==> src/rtl/comm_pkg.sv <==
// Shared opcodes, acknowledge byte and FSM state encoding for the queued
// copter command master.
package comm_pkg;

  localparam logic [7:0] REQ_BATT  = 8'h01;
  localparam logic [7:0] SET_PTCH  = 8'h02;
  localparam logic [7:0] SET_ROLL  = 8'h03;
  localparam logic [7:0] SET_YAW   = 8'h04;
  localparam logic [7:0] SET_THRST = 8'h05;
  localparam logic [7:0] CALIBRATE = 8'h06;
  localparam logic [7:0] EMER_LAND = 8'h07;
  localparam logic [7:0] MTRS_OFF  = 8'h08;

  localparam logic [7:0] POS_ACK   = 8'hA5;

  typedef enum logic [1:0] {
    IDLE = 2'd0,
    LOAD = 2'd1,
    SEND = 2'd2,
    WAIT = 2'd3
  } state_t;

endpackage

==> src/rtl/cmd_fifo.sv <==
// Synchronous first-word-fall-through FIFO holding queued {opcode, payload}
// frames; pointers carry one wrap bit to tell full from empty.
module cmd_fifo #(
  parameter int WIDTH = 24,
  parameter int DEPTH = 4
) (
  input  logic             clk,
  input  logic             rst_n,
  input  logic             i_push,
  input  logic [WIDTH-1:0] i_wr_data,
  input  logic             i_pop,
  output logic [WIDTH-1:0] o_rd_data,
  output logic             o_full,
  output logic             o_empty
);

  localparam int AW = $clog2(DEPTH);

  logic [WIDTH-1:0] r_mem [DEPTH];
  logic [AW:0]      r_wr_ptr;
  logic [AW:0]      r_rd_ptr;
  logic             w_wr_en;
  logic             w_rd_en;

  assign o_empty   = (r_wr_ptr == r_rd_ptr);
  assign o_full    = (r_wr_ptr[AW] != r_rd_ptr[AW]) &&
                     (r_wr_ptr[AW-1:0] == r_rd_ptr[AW-1:0]);
  assign w_wr_en   = i_push && !o_full;
  assign w_rd_en   = i_pop && !o_empty;
  assign o_rd_data = r_mem[r_rd_ptr[AW-1:0]];

  // NOTE: storage is deliberately not reset; the pointers alone define which
  // entries are valid, and leaving the array reset-free lets it map to RAM.
  always_ff @(posedge clk) begin
    if (w_wr_en) r_mem[r_wr_ptr[AW-1:0]] <= i_wr_data;
  end

  // NOTE: sequential state uses non-blocking assignments so every flop
  // samples pre-edge values regardless of statement order.
  always_ff @(posedge clk or negedge rst_n) begin
    if (!rst_n) begin
      r_wr_ptr <= '0;
      r_rd_ptr <= '0;
    end else begin
      if (w_wr_en) r_wr_ptr <= r_wr_ptr + (AW+1)'(1);
      if (w_rd_en) r_rd_ptr <= r_rd_ptr + (AW+1)'(1);
    end
  end

endmodule

==> src/rtl/comm_master_seq.sv <==
// Queued command master: serialises FIFO frames over a byte UART, then waits
// for a one-byte response with timeout and bounded retransmission.
module comm_master_seq
  import comm_pkg::*;
#(
  parameter int DATA_BYTES  = 2,
  parameter int FIFO_DEPTH  = 4,
  parameter int TIMEOUT_CYC = 1048576,
  parameter int MAX_RETRY   = 2
) (
  input  logic                    clk,
  input  logic                    rst_n,
  input  logic [7:0]              cmd,
  input  logic [8*DATA_BYTES-1:0] data,
  input  logic                    snd_cmd,
  output logic                    cmd_full,
  output logic                    ovfl,
  output logic                    busy,
  output logic [7:0]              tx_data,
  output logic                    trmt,
  input  logic                    tx_done,
  input  logic [7:0]              rx_data,
  input  logic                    rx_rdy,
  output logic                    clr_rx_rdy,
  output logic                    frm_snt,
  output logic [7:0]              resp,
  output logic                    resp_vld,
  output logic                    resp_err
);

  localparam int FW = 8 + 8*DATA_BYTES;
  localparam int TW = (TIMEOUT_CYC > 2) ? $clog2(TIMEOUT_CYC) : 1;
  localparam int RW = (MAX_RETRY > 0) ? $clog2(MAX_RETRY + 1) : 1;
  localparam int IW = $clog2(DATA_BYTES + 1);

  localparam logic [TW-1:0] TMO_LAST  = TW'(TIMEOUT_CYC - 1);
  localparam logic [RW-1:0] RETRY_MAX = RW'(MAX_RETRY);
  localparam logic [IW-1:0] IDX_LAST  = IW'(DATA_BYTES);

  state_t          r_state;
  logic [FW-1:0]   r_frame;
  logic [IW-1:0]   r_idx;
  logic [TW-1:0]   r_tmo;
  logic [RW-1:0]   r_retry;
  logic [7:0]      r_tx_data;
  logic [7:0]      r_resp;
  logic            r_trmt;
  logic            r_frm_snt;
  logic            r_clr_rx_rdy;
  logic            r_resp_vld;
  logic            r_resp_err;
  logic            r_ovfl;

  logic [FW-1:0]   w_head;
  logic            w_full;
  logic            w_empty;
  logic            w_pop;
  logic [IW-1:0]   w_nxt_idx;
  logic [7:0]      w_nxt_byte;
  logic            w_rx_fresh;

  cmd_fifo #(
    .WIDTH (FW),
    .DEPTH (FIFO_DEPTH)
  ) u_fifo (
    .clk       (clk),
    .rst_n     (rst_n),
    .i_push    (snd_cmd),
    .i_wr_data ({cmd, data}),
    .i_pop     (w_pop),
    .o_rd_data (w_head),
    .o_full    (w_full),
    .o_empty   (w_empty)
  );

  assign w_pop     = (r_state == LOAD);
  assign w_nxt_idx = r_idx + IW'(1);
  // A level rx_rdy already being cleared must not be counted a second time.
  assign w_rx_fresh = rx_rdy && !r_clr_rx_rdy;

  // NOTE: every always_comb output gets a default first so no path can
  // leave it unassigned and infer a latch.
  always_comb begin
    w_nxt_byte = '0;
    for (int k = 0; k <= DATA_BYTES; k++) begin
      if (w_nxt_idx == IW'(k)) w_nxt_byte = r_frame[8*(DATA_BYTES-k) +: 8];
    end
  end

  always_ff @(posedge clk or negedge rst_n) begin
    if (!rst_n) begin
      r_state      <= IDLE;
      r_frame      <= '0;
      r_idx        <= '0;
      r_tmo        <= '0;
      r_retry      <= '0;
      r_tx_data    <= '0;
      r_resp       <= '0;
      r_trmt       <= 1'b0;
      r_frm_snt    <= 1'b0;
      r_clr_rx_rdy <= 1'b0;
      r_resp_vld   <= 1'b0;
      r_resp_err   <= 1'b0;
      r_ovfl       <= 1'b0;
    end else begin
      r_trmt       <= 1'b0;
      r_frm_snt    <= 1'b0;
      r_clr_rx_rdy <= 1'b0;
      r_resp_vld   <= 1'b0;
      r_resp_err   <= 1'b0;
      r_ovfl       <= snd_cmd && w_full;

      case (r_state)
        IDLE: begin
          if (w_rx_fresh) r_clr_rx_rdy <= 1'b1;
          if (!w_empty) r_state <= LOAD;
        end

        LOAD: begin
          if (w_rx_fresh) r_clr_rx_rdy <= 1'b1;
          r_frame   <= w_head;
          r_retry   <= '0;
          r_idx     <= '0;
          r_tx_data <= w_head[FW-1 -: 8];
          r_trmt    <= 1'b1;
          r_state   <= SEND;
        end

        SEND: begin
          if (w_rx_fresh) r_clr_rx_rdy <= 1'b1;
          if (tx_done && !r_trmt) begin
            if (r_idx == IDX_LAST) begin
              r_frm_snt <= 1'b1;
              r_tmo     <= '0;
              r_state   <= WAIT;
            end else begin
              r_idx     <= w_nxt_idx;
              r_tx_data <= w_nxt_byte;
              r_trmt    <= 1'b1;
            end
          end
        end

        WAIT: begin
          if (w_rx_fresh) begin
            r_resp       <= rx_data;
            r_clr_rx_rdy <= 1'b1;
            r_resp_vld   <= 1'b1;
            r_state      <= IDLE;
          end else if (r_tmo == TMO_LAST) begin
            if (r_retry < RETRY_MAX) begin
              r_retry   <= r_retry + RW'(1);
              r_idx     <= '0;
              r_tx_data <= r_frame[FW-1 -: 8];
              r_trmt    <= 1'b1;
              r_state   <= SEND;
            end else begin
              r_resp     <= '0;
              r_resp_err <= 1'b1;
              r_state    <= IDLE;
            end
          end else begin
            r_tmo <= r_tmo + TW'(1);
          end
        end

        default: r_state <= IDLE;
      endcase
    end
  end

  assign cmd_full   = w_full;
  assign ovfl       = r_ovfl;
  assign busy       = (r_state != IDLE) || !w_empty;
  assign tx_data    = r_tx_data;
  assign trmt       = r_trmt;
  assign clr_rx_rdy = r_clr_rx_rdy;
  assign frm_snt    = r_frm_snt;
  assign resp       = r_resp;
  assign resp_vld   = r_resp_vld;
  assign resp_err   = r_resp_err;

endmodule

==> config.mk <==
export PLATFORM = sky130hd
export DESIGN_NAME = comm_master_seq
export DESIGN_NICKNAME = d
export VERILOG_FILES = /design/src/rtl/comm_pkg.sv /design/src/rtl/cmd_fifo.sv /design/src/rtl/comm_master_seq.sv
export SDC_FILE = /design/constraint.sdc
export NUM_CORES = 1
export LEC_CHECK = 0
export ABC_AREA = 0
export ABC_CLOCK_PERIOD_IN_PS = 2930
export BUFFER_PORTS_ARGS = -buffer_cell sky130_fd_sc_hd__buf_4
export CORE_ASPECT_RATIO = 0.75
export CORE_MARGIN = 2
export CORE_UTILIZATION = 59
export DETAILED_ROUTE_END_ITERATION = 8
export PLACE_DENSITY = 0.79
export SETUP_SLACK_MARGIN = 0.5
export SLEW_MARGIN = 20
export SYNTH_ARGS = -nofsm -noshare
export SYNTH_HDL_FRONTEND = slang
export SYNTH_SLANG_ARGS = --single-unit
==> constraint.sdc <==
create_clock -name clk -period 2.93 [get_ports clk]
set_input_delay 0.1465 -clock clk [delete_from_list [all_inputs] [get_ports clk]]
set_output_delay 0.1465 -clock clk [all_outputs]
set_load 0.03 [all_outputs]
# ---- Word level (Yosys, flattened, before mapping)
# Memories as Yosys holds them, arrays and structs flattened.
# Index checks and enable logic that the tools add are counted.
dict set report totals {
  ram_bits 96
  output_inout_bits 24
  rom_bits 0
  in_bits 37
  memories 1
  word_cells 118
  latchBits 0
  regBits 78
}
# name depth word_bits read_ports rd_clocked_by_memory_dff wr line_no
set mem_list {}
lappend mem_list {u_fifo.r_mem 4 24 1 0 1 cmd_fifo.sv:19} ;# logic [WIDTH-1:0] r_mem [DEPTH];
dict set report op_classes {
  reduce_logical 24
  muxes 52
  n_lt_le_gt_ge 1
  n_eq_ne 20
  n_shift 0
  n_mul 0
  n_addsub 5
  n_bitwise 0
  n_div 0
}
# op n
set op_table {}
lappend op_table {{$mux W8} 11}
lappend op_table {{$mux W20} 4}
lappend op_table {{$pmux W20 S2} 1}
lappend op_table {{$mux W2} 14}
lappend op_table {{$pmux W8 S3} 1}
lappend op_table {{$add A20 B1 Y20 const B} 1}
lappend op_table {{$eq A20 B20 Y1 const B} 1}
lappend op_table {{$ne A2 B2 Y1 const B} 9}
lappend op_table {{$mux W1} 17}
lappend op_table {{$eq A2 B2 Y1 const B} 4}
lappend op_table {{$pmux W2 S4} 1}
lappend op_table {{$reduce_and A4 Y1} 2}
lappend op_table {{$reduce_bool A2 Y1} 4}
lappend op_table {{$add A3 B1 Y3 const B} 2}
lappend op_table {{$logic_and A1 B1 Y1} 6}
lappend op_table {{$pmux W2 S3} 1}
lappend op_table {{$reduce_and A6 Y1} 1}
lappend op_table {{$reduce_and A5 Y1} 1}
lappend op_table {{$add A2 B1 Y2 const B} 2}
lappend op_table {{$eq A2 B1 Y1 const B} 2}
lappend op_table {{$logic_not A1 Y1} 4}
lappend op_table {{$logic_not A2 Y1} 2}
lappend op_table {{$pmux W2 S2} 1}
lappend op_table {{$reduce_or A4 Y1} 1}
lappend op_table {{other kinds (9)} 9}

# ---- Depth between registers and ports, before layout
# Gate-level depths: netlist of run 1.
dict set report depth {
  depth_word 8
  mapped_depth 8
}

# ---- Hierarchy
# From an unflattened synthesis of run 1, not the netlist that was laid out.
dict set report unflattened {
  cells_unflattened 501
  area_unflattened_um2 7424.6
}
# module cells_each area_each_um2 instances
set modules_own_cells {}
lappend modules_own_cells {cmd_fifo 174 3981.3 1}
lappend modules_own_cells {comm_master_seq 327 3443.3 1}

# ---- Least setup slack after synthesis of run 1
# Ideal clock, no wire load.
dict set report synth_timing {
  kind {reg2reg}
  start {register u_fifo.r_rd_ptr[1]}
  end {memory u_fifo.r_mem[3][0], enable pin}
  setup_time_ps 384
  path_slack_ps 506
  n_path_buf 1
  stages_incl_launch_ff 6
  arrival_ps 2040
  t_required_ps 2546
  path_cell_list {dfrtp_1 > clkbuf_1 > xnor2_1 > and3_1 > nor2b_1 > and2_1}
}
dict set report synth_via {
  elab_chain_len 6
}
# item line_no
set synth_lines {}
lappend synth_lines {{from (decl)} cmd_fifo.sv:21} ;# logic [AW:0] r_rd_ptr;
lappend synth_lines {{from (signal assigned)} cmd_fifo.sv:46} ;# if (w_rd_en) r_rd_ptr <= r_rd_ptr + (AW+1)'(1);
lappend synth_lines {{$eq A2 B2 Y1} cmd_fifo.sv:27} ;# (r_wr_ptr[AW-1:0] == r_rd_ptr[AW-1:0]);
lappend synth_lines {{$logic_and A1 B1 Y1} cmd_fifo.sv:26} ;# assign o_full = (r_wr_ptr[AW] != r_rd_ptr[AW]) &&
lappend synth_lines {{named net cmd_full} comm_master_seq.sv:16} ;# output logic cmd_full,
lappend synth_lines {{$logic_not A1 Y1} cmd_fifo.sv:28} ;# assign w_wr_en = i_push && !o_full;
lappend synth_lines {{$logic_and A1 B1 Y1} cmd_fifo.sv:28}
lappend synth_lines {{$mux W1} cmd_fifo.sv:35} ;# if (w_wr_en) r_mem[r_wr_ptr[AW-1:0]] <= i_wr_data;
lappend synth_lines {{$mux W1 (implied by the code)} cmd_fifo.sv:35}
lappend synth_lines {{to (decl)} cmd_fifo.sv:19}
# The timed path passes the listed nets, and every way through them passes these cells.

# ---- Worst setup path after layout of run 1
dict set report layout_timing {
  start {register r_tmo[5]}
  end {register r_resp[2], in the netlist resp[2]}
}
dict set report layout_via {
  elab_chain_len 3
}
# item line_no
set layout_lines {}
lappend layout_lines {{from (decl)} comm_master_seq.sv:43} ;# logic [TW-1:0] r_tmo;
lappend layout_lines {{from (signal assigned)} comm_master_seq.sv:163} ;# r_tmo <= r_tmo + TW'(1);
lappend layout_lines {{$eq A20 B20 Y1} comm_master_seq.sv:150} ;# end else if (r_tmo == TMO_LAST) begin
lappend layout_lines {{$reduce_bool A2 Y1 (no source line)} n/a}
lappend layout_lines {{$reduce_and A3 Y1 (no source line)} n/a}
lappend layout_lines {{to (signal assigned)} comm_master_seq.sv:146} ;# r_resp <= rx_data;
lappend layout_lines {{to (decl)} comm_master_seq.sv:46} ;# logic [7:0] r_resp;
# No other way between the ends.
# A chain may end at the register's enable or synchronous reset.

==> metrics.cfg, run 1 <==
[clock_network]
cts.clk_slew.worst_paths_ns = 0.07
worstSkewPairLatency_ns = 0.42
cts_buffer_depth = 2
numCtsBuffers = 17
cts-htree-levels = 4
cts_sinks = 174
cts_tree = done
clock_tree.root_cell = clkbuf_16

[run_status]
status = completed

[die]
fp.dieH_um = 99.97
rows = 35
die_area_um2 = 13190
fp.dieW_um = 132.0
ios = 61
coreArea_um2 = 12130
initial_core_util_pct = 59.73

[synthesis]
yosysTopAreaCell = edfxtp_1
yosys.area.top_type_share_pct = 39.79
syn_nets = 514
yosysWarnings = 0
synth_cell_types = 53
ys_seq_area_share_pct = 66.72
synth_seq_cells = 174
synth-async-reset-ratio_pct = 44.83
synth_flop_cell = edfxtp_1
synthTopCellsByArea = edfxtp_1, dfrtp_1, mux4_2
synthCells = 467
netlist_area_um2 = 7246
avgSynthCellArea_um2 = 15.52
synth_edf_count = 96

[sta]
setup_violations = 0
max_freq_mhz = 424.9
tightestPinTransition_ns = 0.8313
finalHoldViolCount = 0
max_slew_margin_pct = 44.25
rsz0062_at_grt = true
setup_tns_ns = 0
maxSlewViolCount = 0
fin_crit_sh_pct = 80.33
skew_ns = 0.01082
period_needed_ns = 2.354

[global_route]
antenna_found_initial = 0
grt_max_degree = 79
grt_first_pass_wirelength_mm = 23.83
grt_pass1_vias = 4590
grt_overflow = 0
gr-usage-all-layers_pct = 23.87

[cells_and_area]
postLayoutCellArea_um2 = 8853
drive_gt1_share_pct = 29.97
syn_to_final_growth_pct = 22.19
final_core_util_pct = 72.99
antennaDiodeCount = 0
fin_nets = 618

[worst_setup_path]
cp_cell_sequence = nand4_2, or4_1, nor2_2, a31oi_2, a22o_1
cp.required_ns = 3.22
crit_path_end_kind = flip-flop
crit_family = simple AND/OR/NAND/NOR gates
worstRegToRegCells = 5
path_class = flip-flop to flip-flop
cp_slowest_cell = or4_1
rrSetupSlack_ns = 0.58
cp-start-kind = flip-flop
cp_num_cells = 5
critPathBufInv = 0
critPathMaxFanout = 9
cp_slowest_stage_delay_ns = 0.74
critPathArrivalTime_ns = 2.65

[routing]
wl_mm = 14.70
drt.antenna.violating_nets = 0
drt_iter0_markers = 441
post_drt_wl_per_cell_um = 19.60
drt_first_pass_iters = 5
vias = 4470
vias_per_cell = 5.960
drc = 0

[power_and_ir_drop]
ir_drop_mv = 0.7928
p_leak_nw = 3.419
power.density_nw_per_um2 = 986.6

[place]
post_dp_cell_area_um2 = 7894
dp_hpwl_mm = 9.078
routabilityCongestion = 0.8555
io_buffer_count = 60

[min_path]
min_path_type = input pin to flip-flop
whs_path_depth = 3

[run]
maxCapViolations = 0

-- cells by family after synthesis --
family | Yosys count | share of synthesized area, %
compound gates | 75 | 7.857
flops | 174 | 66.72
fa+ha+maj | 10 | 1.727
xor+xnor | 12 | 1.451
simple gates | 109 | 7.926
buf+inv | 30 | 1.727
mux | 57 | 12.59
-- worst min-delay path: cells and delay by family --
family        cells  cell delay [ns]
buf+inv           2             0.23
simple gates      1             0.14
-- final cells by class --
class | instances | area [µm²]
inverter | 10 | 37.54
multi-input combinational | 263 | 2325
sequential | 174 | 4835
timing repair buffer | 105 | 889.6
tap | 166 | 207.7
clock buffer | 17 | 425.4
fill | 767 | 3277
clock inverter | 15 | 133.9
-- per-stage QoR --
step	hold slack [ns]	instances	total power [mW]	worst slack, ns
6_report	0.1435	750	8.735	0.5764
5_1_grt	0.1757	750	9.201	0.4930
4_1_cts	0.1204	749	8.759	0.5060
3_5_place_dp	0.3492	683	6.563	0.5200
3_3_place_gp	0.3454	683	6.423	0.6223
2_1_floorplan	-0.1491	467	5.653	0.5057
-- power by group --
part	switching [mW]	total [mW]	internal (mW)
Clock	0.954	2.13	1.18
Sequential	0.374	3.69	3.32
Combinational	1.58	2.91	1.33
-- sequential cells by signal, summed over array words and instances (netlist names) --
| signal | flops |
|---|---|
| resp_err | 1 |
| u_fifo.r_wr_ptr | 3 |
| u_fifo.r_rd_ptr | 3 |
| resp_vld | 1 |
| ovfl | 1 |
| u_fifo.r_mem | 96 |
| tx_data | 8 |
| resp | 8 |
| r_tmo | 20 |
| r_retry | 2 |
| trmt | 1 |
| r_state | 2 |
| r_frame | 24 |
| clr_rx_rdy | 1 |
| frm_snt | 1 |
| r_idx | 2 |
-- synth_stat cells (2+ instances only) --
| master | count |
|---|---|
| edfxtp_1 | 96 |
| dfrtp_1 | 78 |
| mux2_2 | 33 |
| nor2_1 | 31 |
| mux4_2 | 24 |
| nand2_1 | 20 |
| a21oi_1 | 13 |
| clkbuf_1 | 12 |
| nand3_1 | 11 |
| ha_1 | 10 |
| a22o_1 | 9 |
| inv_1 | 9 |
| a221o_1 | 8 |
| or4_1 | 8 |
| a22oi_1 | 7 |
| and2_1 | 6 |
| o31ai_1 | 6 |
| xnor2_1 | 6 |
| xor2_1 | 6 |
| a31oi_1 | 5 |
| nor2b_1 | 5 |
| o21ai_0 | 5 |
| buf_2 | 4 |
| nand4_1 | 4 |
| nor4_1 | 4 |
| and3_1 | 3 |
| buf_1 | 3 |
| nand2b_1 | 3 |
| o2111ai_1 | 3 |
| o21ai_1 | 3 |
| or3_1 | 3 |
| a211oi_1 | 2 |
| a21oi_2 | 2 |
| nor3_1 | 2 |
| o211ai_1 | 2 |
| o21a_1 | 2 |
| o2bb2ai_1 | 2 |
| or2_2 | 2 |
-- cells in the final DEF, fill, tap and decap left out, types with 10 or more instances in the layout --
cell type,synthesis,routed
mux2_2,33,33
a21oi_1,13,13
nand2_1,20,20
buf_4,0,69
dfrtp_1,78,78
dlygate4sd3_1,0,34
ha_1,10,10
edfxtp_1,96,96
nor2_1,31,30
nand3_1,11,11
mux4_2,24,24
clkbuf_16,0,17
-- per-layer routing --
metal  wire length (µm)  track usage [%]  up-vias
met3                994            7.020       17
li1                   -                -     2022
met2               6986            36.90      159
met4                176            6.438        0
met5                  0                0        -
met1               6542            33.89     2272
-- timing repair --
action                                  4_1_cts  5_1_grt
pin swaps                                     0        1
setup buffers                                 0        1
endpoints found under the setup margin        1       32
hold endpoints to repair                    183        0
hold buffers                                 34        0
gates cloned                                  0        0
gates resized for setup                       1        6
-- path summary, 6_finish.rpt --
| path | startpoint | to |
|---|---|---|
| hold / removal | rx_rdy | clr_rx_rdy$_DFF_PN0_ |
| setup reg to reg | r_tmo[5]$_DFFE_PN0P_ | resp[2]$_DFFE_PN0P_ |
| max in group asynchronous | rst_n | resp[3]$_DFFE_PN0P_ |
| setup / recovery | r_tmo[5]$_DFFE_PN0P_ | resp[2]$_DFFE_PN0P_ |
| min in group asynchronous | rst_n | r_frame[0]$_DFFE_PN0P_ |
| hold reg to reg | u_fifo.r_wr_ptr[2]$_DFFE_PN0P_ | u_fifo.r_wr_ptr[2]$_DFFE_PN0P_ |
Power figures use the tool's default switching activity.
==> run 2: changes to the inputs <==
- ABC_AREA: 0 -> 1
- ABC_CLOCK_PERIOD_IN_PS: 2930 -> 2100
- CORE_UTILIZATION: 59 -> 54
- PLACE_DENSITY: 0.79 -> 0.76
- clock period: 2.93 -> 2.1 ns (I/O delays scaled with it)
==> metrics.cfg, run 2 <==
[cells_and_area]
final_cell_mix = nand2_1, buf_4, edfxtp_1, nor2_1, dfrtp_1
fin_nets = 1008
final_common_cell = nand2_1
largest_register_ffs = 96
drive_gt1_share_pct = 27.52
final_core_util_pct = 75.66
antennaDiodeCount = 0
syn_to_final_growth_pct = 35.15
postLayoutCellArea_um2 = 10510

[sta]
maxSlewViolCount = 0
max_freq_mhz = 578.4
setup_violations = 0
setup_tns_ns = 0
tightestPinTransition_ns = 0.5732
skew_ns = 0.01101
max_slew_margin_pct = 61.79
fin_ws_ns = 0.3711
rsz0062_at_grt = true
finalHoldViolCount = 0
period_needed_ns = 1.729
fin_crit_sh_pct = 82.33

[clock_network]
cts_sinks = 174
cts_tree = done
cts-htree-levels = 4
worstSkewPairLatency_ns = 0.44
clock_tree.root_cell = clkbuf_16
cts_buffer_depth = 2
numCtsBuffers = 17
cts.clk_slew.worst_paths_ns = 0.07

[worst_setup_path]
path_class = flip-flop to output pin
cp.required_ns = 2.00
critPathMaxFanout = 2
critPathArrivalTime_ns = 1.62
cp-start-kind = flip-flop
crit_path_end_kind = output pin

[die]
ios = 61
fp.dieH_um = 107.9
initial_core_util_pct = 55.98
coreArea_um2 = 13890
die_area_um2 = 15380
fp.dieW_um = 142.6
rows = 37

[synthesis]
yosys.area.top_type_share_pct = 37.08
synth_cell_types = 39
yosysTopAreaCell = edfxtp_1
synth-async-reset-ratio_pct = 44.83
netlist_area_um2 = 7775
synth_seq_cells = 174
synthTopCellsByArea = edfxtp_1, dfrtp_1, nand2_1
synth.most_common_cell = nand2_1
ys_seq_area_share_pct = 62.18
synth_commonest_cells = nand2_1, nor2_1, edfxtp_1
syn_nets = 850
synth_edf_count = 96
avgSynthCellArea_um2 = 9.682
synthCells = 803
synth_flop_cell = edfxtp_1
yosysWarnings = 0

[place]
post_dp_cell_area_um2 = 8569
routabilityCongestion = 0.8692
pre_cts_slack_ns = 0.2408
dp_hpwl_mm = 11.70
io_buffer_count = 60

[global_route]
grt_pass1_vias = 6039
antenna_found_initial = 0
grt_overflow = 0
grt_max_degree = 44
grt_first_pass_wirelength_mm = 30.82
gr-usage-all-layers_pct = 26.74

[power_and_ir_drop]
power.density_nw_per_um2 = 1448
p_leak_nw = 4.457
ir_drop_mv = 1.016

[routing]
vias_per_cell = 5.597
drt_first_pass_iters = 5
wl_mm = 20.62
drc = 0
dr_wl_met2_mm = 9.648
drt_iter0_markers = 600
routed.top_layer = met4
post_drt_wl_per_cell_um = 17.95
vias = 6431
wl_met3_mm = 1.499
wl_met1_mm = 9.040
drt.antenna.violating_nets = 0

[run]
maxCapViolations = 0

[min_path]
min_path_type = input pin to flip-flop

[run_status]
status = completed

[run 2: cell types whose count changed after synthesis, sizes merged, moves of 8 or more]
cell and change:
or4 -8, a22o -9, o21ai +63, nor2 +81
a221o -8, mux4 -24, mux2 -33, inv +37
nand4 +11, nand2 +232, nand3 +23
[run 2: path summary, 6_finish.rpt]
kind	startpoint	end	slack (ns)	cells past startpoint
setup / recovery	u_fifo.r_wr_ptr[0]$_DFFE_PN0P_	busy	0.37	4
hold / removal	rx_rdy	clr_rx_rdy$_DFF_PN0_	0.1	4
setup reg to reg	r_state[1]$_DFFE_PN0P_	r_tmo[11]$_DFFE_PN0P_	0.41	9
hold reg to reg	trmt$_DFF_PN0_	frm_snt$_DFF_PN0_	0.46	1
max in group asynchronous	rst_n	r_tmo[14]$_DFFE_PN0P_	1.17	3
min in group asynchronous	rst_n	r_tmo[13]$_DFFE_PN0P_	0.21	2
[run 2: cells by family (layout without fill, tap and decap cells)]
kind of cell	Yosys count	count (layout)	share of synthesized area (%)
and+or+nand+nor	422	427	22.87
adders and majority gates	10	10	1.609
xor gates and xnor gates	9	9	1.014
AOI/OAI and AO/OA	111	111	8.159
DFF	174	174	62.18
buffers and inverters	77	243	4.168
[run 2: worst max-delay path, cell delays in order (launching register included)]
cell	delay [ns]
dfrtp_2	0.44
xnor2_2	0.20
buf_4	0.15
nand4_1	0.20
buf_6	0.21
[run 2: timing repair]
| action | in CTS | in global routing |
|---|---|---|
| pin swaps | 11 | 16 |
| hold buffers | 35 | 0 |
| cloned | 3 | 6 |
| resized for setup | 37 | 93 |
| hold endpoints to repair | 147 | 0 |
| buffers inserted | 22 | 21 |
| setup endpoints to repair | 151 | 158 |
[run 2: where the power goes]
group	internal [mW]	total (mW)	leakage, nW	switching (mW)
Sequential	4.61	5.16	1.86	0.552
Combinational	2.48	6.63	2.29	4.15
Clock	2.01	3.42	0.300	1.41
[run 2: per-layer routing]
layer / vias up / track usage, %
met3: 35 / 6.495
met5: - / 0
met1: 3108 / 38.05
met2: 282 / 41.24
met4: 0 / 8.204
li1: 3006 / -
[run 2: final cells by class]
| cell class | instances | area, µm² |
|---|---|---|
| flip-flops and latches | 174 | 4847 |
| well taps | 175 | 219.0 |
| repair inverters | 1 | 6.256 |
| inverters | 48 | 207.7 |
| multi-input cells | 557 | 3102 |
| fillers | 879 | 3381 |
| clock inverters | 15 | 207.7 |
| clock buffers | 17 | 425.4 |
| repair buffers | 162 | 1493 |
[run 2: stage by stage]
step                instances  power, mW  hold slack, ns
detailed placement       1030      10.12          0.1419
finish                   1149      15.21         0.09535
global route             1149      16.01          0.1022
floorplan                 803      8.481         -0.1906
global placement         1030      9.949          0.1328
CTS                      1122      14.15         0.08606
